## src/rtl/fifo_wr_arbiter.sv

```systemverilog
// fifo_wr_arbiter: round-robin arbiter that shares one FIFO write port
// between NUM_REQ valid/ready/last producers. A grant is held for a whole
// packet or MAX_BURST words, whichever ends first, and FIFO full stalls
// the granted producer combinationally.
module fifo_wr_arbiter #(
    parameter int NUM_REQ   = 4,
    parameter int WIDTH     = 8,
    parameter int MAX_BURST = 4
) (
    input  logic                     i_clk,
    input  logic                     i_rst,
    input  logic [NUM_REQ-1:0]       i_req_valid,
    input  logic [NUM_REQ-1:0]       i_req_last,
    input  logic [NUM_REQ*WIDTH-1:0] i_req_data,
    output logic [NUM_REQ-1:0]       o_req_ready,
    input  logic                     i_fifo_full,
    output logic                     o_fifo_wr_en,
    output logic [WIDTH-1:0]         o_fifo_data,
    output logic [NUM_REQ-1:0]       o_grant,
    output logic                     o_busy
);

    localparam int PW = (NUM_REQ > 1) ? $clog2(NUM_REQ) : 1;
    localparam int CW = $clog2(MAX_BURST + 1);

    typedef enum logic {IDLE, LOCKED} state_t;

    state_t             state, state_n;
    logic [NUM_REQ-1:0] grant_n;
    logic               busy_n;
    logic [PW-1:0]      rr_ptr, rr_n;
    logic [PW-1:0]      gidx, gidx_n;
    logic [CW-1:0]      cnt, cnt_n;
    logic [PW-1:0]      win;
    logic               win_found;
    logic               xfer;
    int unsigned        scan_idx;
    logic [WIDTH-1:0]   data_word [NUM_REQ];

    for (genvar k = 0; k < NUM_REQ; k++) begin : g_unpack
        assign data_word[k] = i_req_data[k*WIDTH +: WIDTH];
    end

    // Round-robin scan: first valid producer starting at rr_ptr, wrapping.
    always_comb begin
        win       = '0;
        win_found = 1'b0;
        scan_idx  = 0;
        for (int unsigned i = 0; i < NUM_REQ; i++) begin
            scan_idx = (int'(rr_ptr) + i) % NUM_REQ;
            if (!win_found && i_req_valid[PW'(scan_idx)]) begin
                win       = PW'(scan_idx);
                win_found = 1'b1;
            end
        end
    end

    // Next-state, grant bookkeeping and write-port outputs.
    always_comb begin
        state_n      = state;
        grant_n      = o_grant;
        busy_n       = o_busy;
        rr_n         = rr_ptr;
        cnt_n        = cnt;
        gidx_n       = gidx;
        xfer         = 1'b0;
        o_req_ready  = '0;
        o_fifo_wr_en = 1'b0;
        o_fifo_data  = '0;
        case (state)
            IDLE: begin
                if (win_found) begin
                    state_n = LOCKED;
                    grant_n = NUM_REQ'(1) << win;
                    busy_n  = 1'b1;
                    gidx_n  = win;
                    cnt_n   = '0;
                end
            end
            LOCKED: begin
                o_req_ready[gidx] = ~i_fifo_full;
                xfer              = i_req_valid[gidx] & ~i_fifo_full;
                o_fifo_wr_en      = xfer;
                o_fifo_data       = data_word[gidx];
                if (xfer) begin
                    cnt_n = cnt + 1'b1;
                    if (i_req_last[gidx] || cnt == CW'(MAX_BURST - 1)) begin
                        state_n = IDLE;
                        grant_n = '0;
                        busy_n  = 1'b0;
                        cnt_n   = '0;
                        rr_n    = (gidx == PW'(NUM_REQ - 1)) ? '0 : gidx + 1'b1;
                    end
                end
            end
            default: state_n = IDLE;
        endcase
        // Reset gates the write port immediately, not just at the next edge.
        if (i_rst) begin
            o_req_ready  = '0;
            o_fifo_wr_en = 1'b0;
            o_fifo_data  = '0;
        end
    end

    // State, grant, priority pointer and burst counter registers.
    always_ff @(posedge i_clk) begin
        if (i_rst) begin
            state   <= IDLE;
            o_grant <= '0;
            o_busy  <= 1'b0;
            rr_ptr  <= '0;
            cnt     <= '0;
            gidx    <= '0;
        end else begin
            state   <= state_n;
            o_grant <= grant_n;
            o_busy  <= busy_n;
            rr_ptr  <= rr_n;
            cnt     <= cnt_n;
            gidx    <= gidx_n;
        end
    end

endmodule

```

## config.mk

```make
export PLATFORM = sky130hd
export DESIGN_NAME = fifo_wr_arbiter
export DESIGN_NICKNAME = d
export VERILOG_FILES = /design/src/rtl/fifo_wr_arbiter.sv
export SDC_FILE = /design/constraint.sdc
export NUM_CORES = 1
export LEC_CHECK = 0
export ABC_AREA = 1
export CAP_MARGIN = 0
export CORE_ASPECT_RATIO = 0.5
export CORE_MARGIN = 2
export CORE_UTILIZATION = 37
export DETAILED_ROUTE_END_ITERATION = 16
export PLACE_DENSITY = 0.73
export SYNTH_ARGS = -nofsm -noshare
export SYNTH_HDL_FRONTEND = slang
export SYNTH_SLANG_ARGS = --single-unit
export TNS_END_PERCENT = 20
```

## constraint.sdc

```tcl
create_clock -name i_clk -period 1.5 [get_ports i_clk]
set_input_delay 0.375 -clock i_clk [delete_from_list [all_inputs] [get_ports i_clk]]
set_output_delay 0.375 -clock i_clk [all_outputs]
set_load 0.01 [all_outputs]
```

==> summary.md <==
| Metric | Value |
|---|---|
| Clock root buffer | `clkbuf_8` |
| Setup Skew | `0.00385 ns` |
| Syn_area_per_cell | `5.94 sq um` |
| Min cycle time layout | `1.77 ns` |
| Yosys warns | `0` |
| Core Box Area | `0.00342 sq mm` |
| CTS clk-pin slew, worst paths | `0.06 ns` |
| Commonest non-fill, non-tap cells in the layout | `36 x nor2_1, 32 x clkdlybuf4s50_1, 31 x nand2_1` |
| Worst-path cell with the longest stage delay | `dfxtp_4` |
| Overflow after GRT | `0` |
| DRT iter0 DRCs | `68` |
| Htree depth | `1` |
| Buffers & Inverters on Critical Path | `2` |
| Reg power frac | `0.243` |
| CP required | `1.12 ns` |
| Drt drc | `0` |
| Via density | `4.91` |
| Fin nets | `362` |
| Met2 Usage GRT | `0.421` |
| Commonest non-fill, non-tap cell in the layout | `nor2_1` |
| Cts-stage hold buffer count | `0` |
| Crit path capture type | `output pin` |
| CP startpoint kind | `flip-flop` |
| Syn Std Cell Area | `0.00131 sq mm` |
| Status | `finished with violations` |
| Worst-skew pair later-pin latency | `0.25 ns` |
| Dominant cell type by area after synthesis | `dfxtp_1` |
| Placement Cell Area | `0.00218 sq mm` |
| Initial antenna violation count | `0` |
| RePlAce Congestion | `0.846` |
| CP arrival | `1.40 ns` |
| PnR worst setup slack | `-0.273 ns` |
| Max-cap violation count | `0` |
| # diodes | `0` |
| GR met1 Demand/Resource | `0.242` |
| Synth area leaders | `dfxtp_1 20%, nor2_1 12%, nand2_1 10%` |
| Busiest grt layer | `met2` |
| Synthesis-stage register bit count | `13` |
| GR Util met3 | `0.0323` |
| CTS buffer count | `3` |
| Sw power | `692 uW` |
| Fmax | `564 MHz` |
| Vert. Die Dim | `46.1 um` |
| Routed Antenna Nets | `0` |
| Row count | `15` |
| Worst-Margin Slew | `0.206 ns` |
| Hold slack | `0.492 ns` |
| Largest fanout on the critical path | `6` |
| CP dominant cell by count | `o21ai_2` |
| CTS Buffer Depth | `2` |
| Total power | `1740 uW` |
| Sequential-to-total area share from yosys stat | `0.198` |
| Initial core utilization | `0.385` |
| TritonCTS clock tree | `built` |
| Comb power frac | `0.569` |
| WL per Instance | `12.4 um` |
| Synthesis-to-layout area growth | `78.5%` |
| Post-synth top area share | `0.198` |
| RSZ-0062 raised after global routing | `yes` |
| First-pass GRT wire length | `6.67 mm` |
| Switching share of power | `0.397` |
| CTS sink cnt | `13` |
| Dpl hpwl | `3.22 mm` |
| TNS Setup | `-2.89 ns` |
| First-pass DRT Iterations | `5` |
| Post-route cell area | `0.00234 sq mm` |
| Vias in the first global route | `1,583` |
| Crit-path cells | `inv_6, a21oi_4, o21ai_2, o21ai_2, nand2_2, nor2_2, buf_2` |
| Failing checks | `setup timing` |
| Worst VDD drop | `0.000395 V` |
| Slew Viols, Final | `0` |
| Ports | `61` |
| # port buffers | `60` |
| Place WS | `-0.912 ns` |
| PwrDens | `742 mW/mm^2` |
| Period utilization | `1.18` |
| Hold Path Class | `flip-flop to flip-flop` |
| Delay-heaviest family, CP | `flip-flops` |
| Share of cells above drive strength 1 | `0.343` |
| Routed WL | `4.49 mm` |
| Cell internal pwr | `1050 uW` |
| Synthesized net count | `270` |
| GRT Total Usage | `0.209` |
| Largest net degree at the start of global routing | `19` |
| Via count | `1,782` |
| Die Area | `0.00407 sq mm` |
| Endpoints failing setup | `23` |
| FILL cells | `271` |
| Synth Instances | `221` |
| Fin. Hold Viols | `0` |
| Clock share of power | `0.189` |
| Leakage | `0.00117 uW` |
| Count of cell types in the netlist | `26` |
| Crit path kind | `flip-flop to output pin` |
| Crit-path max cell delay | `0.42 ns` |
| Die W | `88.3 um` |
| Worst slew margin | `0.863` |
[per-stage QoR]
step,std cells,util
after floorplan,221,-
after global placement,354,0.637
final,363,0.686
after detailed placement,354,0.637
after global routing,363,0.686
after CTS,360,0.648
[logic make-up (layout without fill, tap and decap cells)]
kind of cell	Yosys count	in the layout	share of synthesized area
and+or+nand+nor	121	121	0.452
AOI/OAI and AO/OA	47	47	0.182
buffers and inverters	34	125	0.110
DFF	13	13	0.198
adders and majority gates	6	6	0.0571
[power by group through the flow]
stage	combinational, uW	sequential [uW]	clock [uW]
2_1_floorplan	478	419	0
3_3_place_gp	862	413	0
3_5_place_dp	877	414	0
4_1_cts	891	412	322
5_1_grt	1080	427	346
6_report	990	422	328
[cell usage after synthesis, drive strengths merged]
cell type  instances
o21ai             25
and2               1
nand3b             1
nor2              43
a31oi              1
a21oi             20
ha                 6
inv               24
nand4              2
nor3               2
clkbuf             5
nand3             22
dfxtp             13
o21a               1
and3               1
nand2             49
buf                5
[sequential cells by signal, indices dropped and copies added (netlist names)]
name / count
state: 1
cnt: 3
o_grant: 4
gidx: 2
rr_ptr: 2
o_busy: 1
[final timing paths]
path              slack [ns]                      end               startpoint  cells past startpoint
setup / recovery       -0.27             o_fifo_wr_en     gidx[0]$_SDFFE_PP0P_                      7
hold / removal          0.49  o_grant[3]$_SDFFE_PP0P_  o_grant[3]$_SDFFE_PP0P_                      2
setup reg to reg       -0.06      cnt[2]$_SDFFE_PP0P_     gidx[0]$_SDFFE_PP0P_                     10
hold reg to reg         0.49  o_grant[3]$_SDFFE_PP0P_  o_grant[3]$_SDFFE_PP0P_                      2
[worst register-to-register path: stages (launching register included)]
cell and delay [ns]:
dfxtp_4 0.42, inv_6 0.06, a21oi_4 0.16, o21ai_2 0.08, o21ai_2 0.08, nand2_2 0.09, buf_4 0.14, buf_4 0.15
nand2_2 0.08, nor2_1 0.04, o21a_1 0.16
[layer usage]
| metal | share of wire | wire length [um] | vias up |
|---|---|---|---|
| met2 | 0.52 | 2340 | 57 |
| met5 | 0 | 0 | - |
| met1 | 0.42 | 1870 | 816 |
| met3 | 0.048 | 215 | 10 |
| li1 | - | - | 899 |
| met4 | 0.014 | 64 | 0 |
[area by class of cell]
class                   count  area, sq um  area share
well taps                  51         63.8      0.0272
clock buffers               4         45.0      0.0192
flip-flops and latches     13          268       0.114
repair buffers             97          868       0.370
inverters                  24         95.1      0.0406
multi-input cells         174         1000       0.428
[what timing repair did]
action	CTS	global route
pin swaps	9	9
buffers inserted	1	2
cloned	1	1
gates resized for setup	94	31
setup endpoints to repair	27	30
Note: power is estimated with default switching activity, not from simulation.
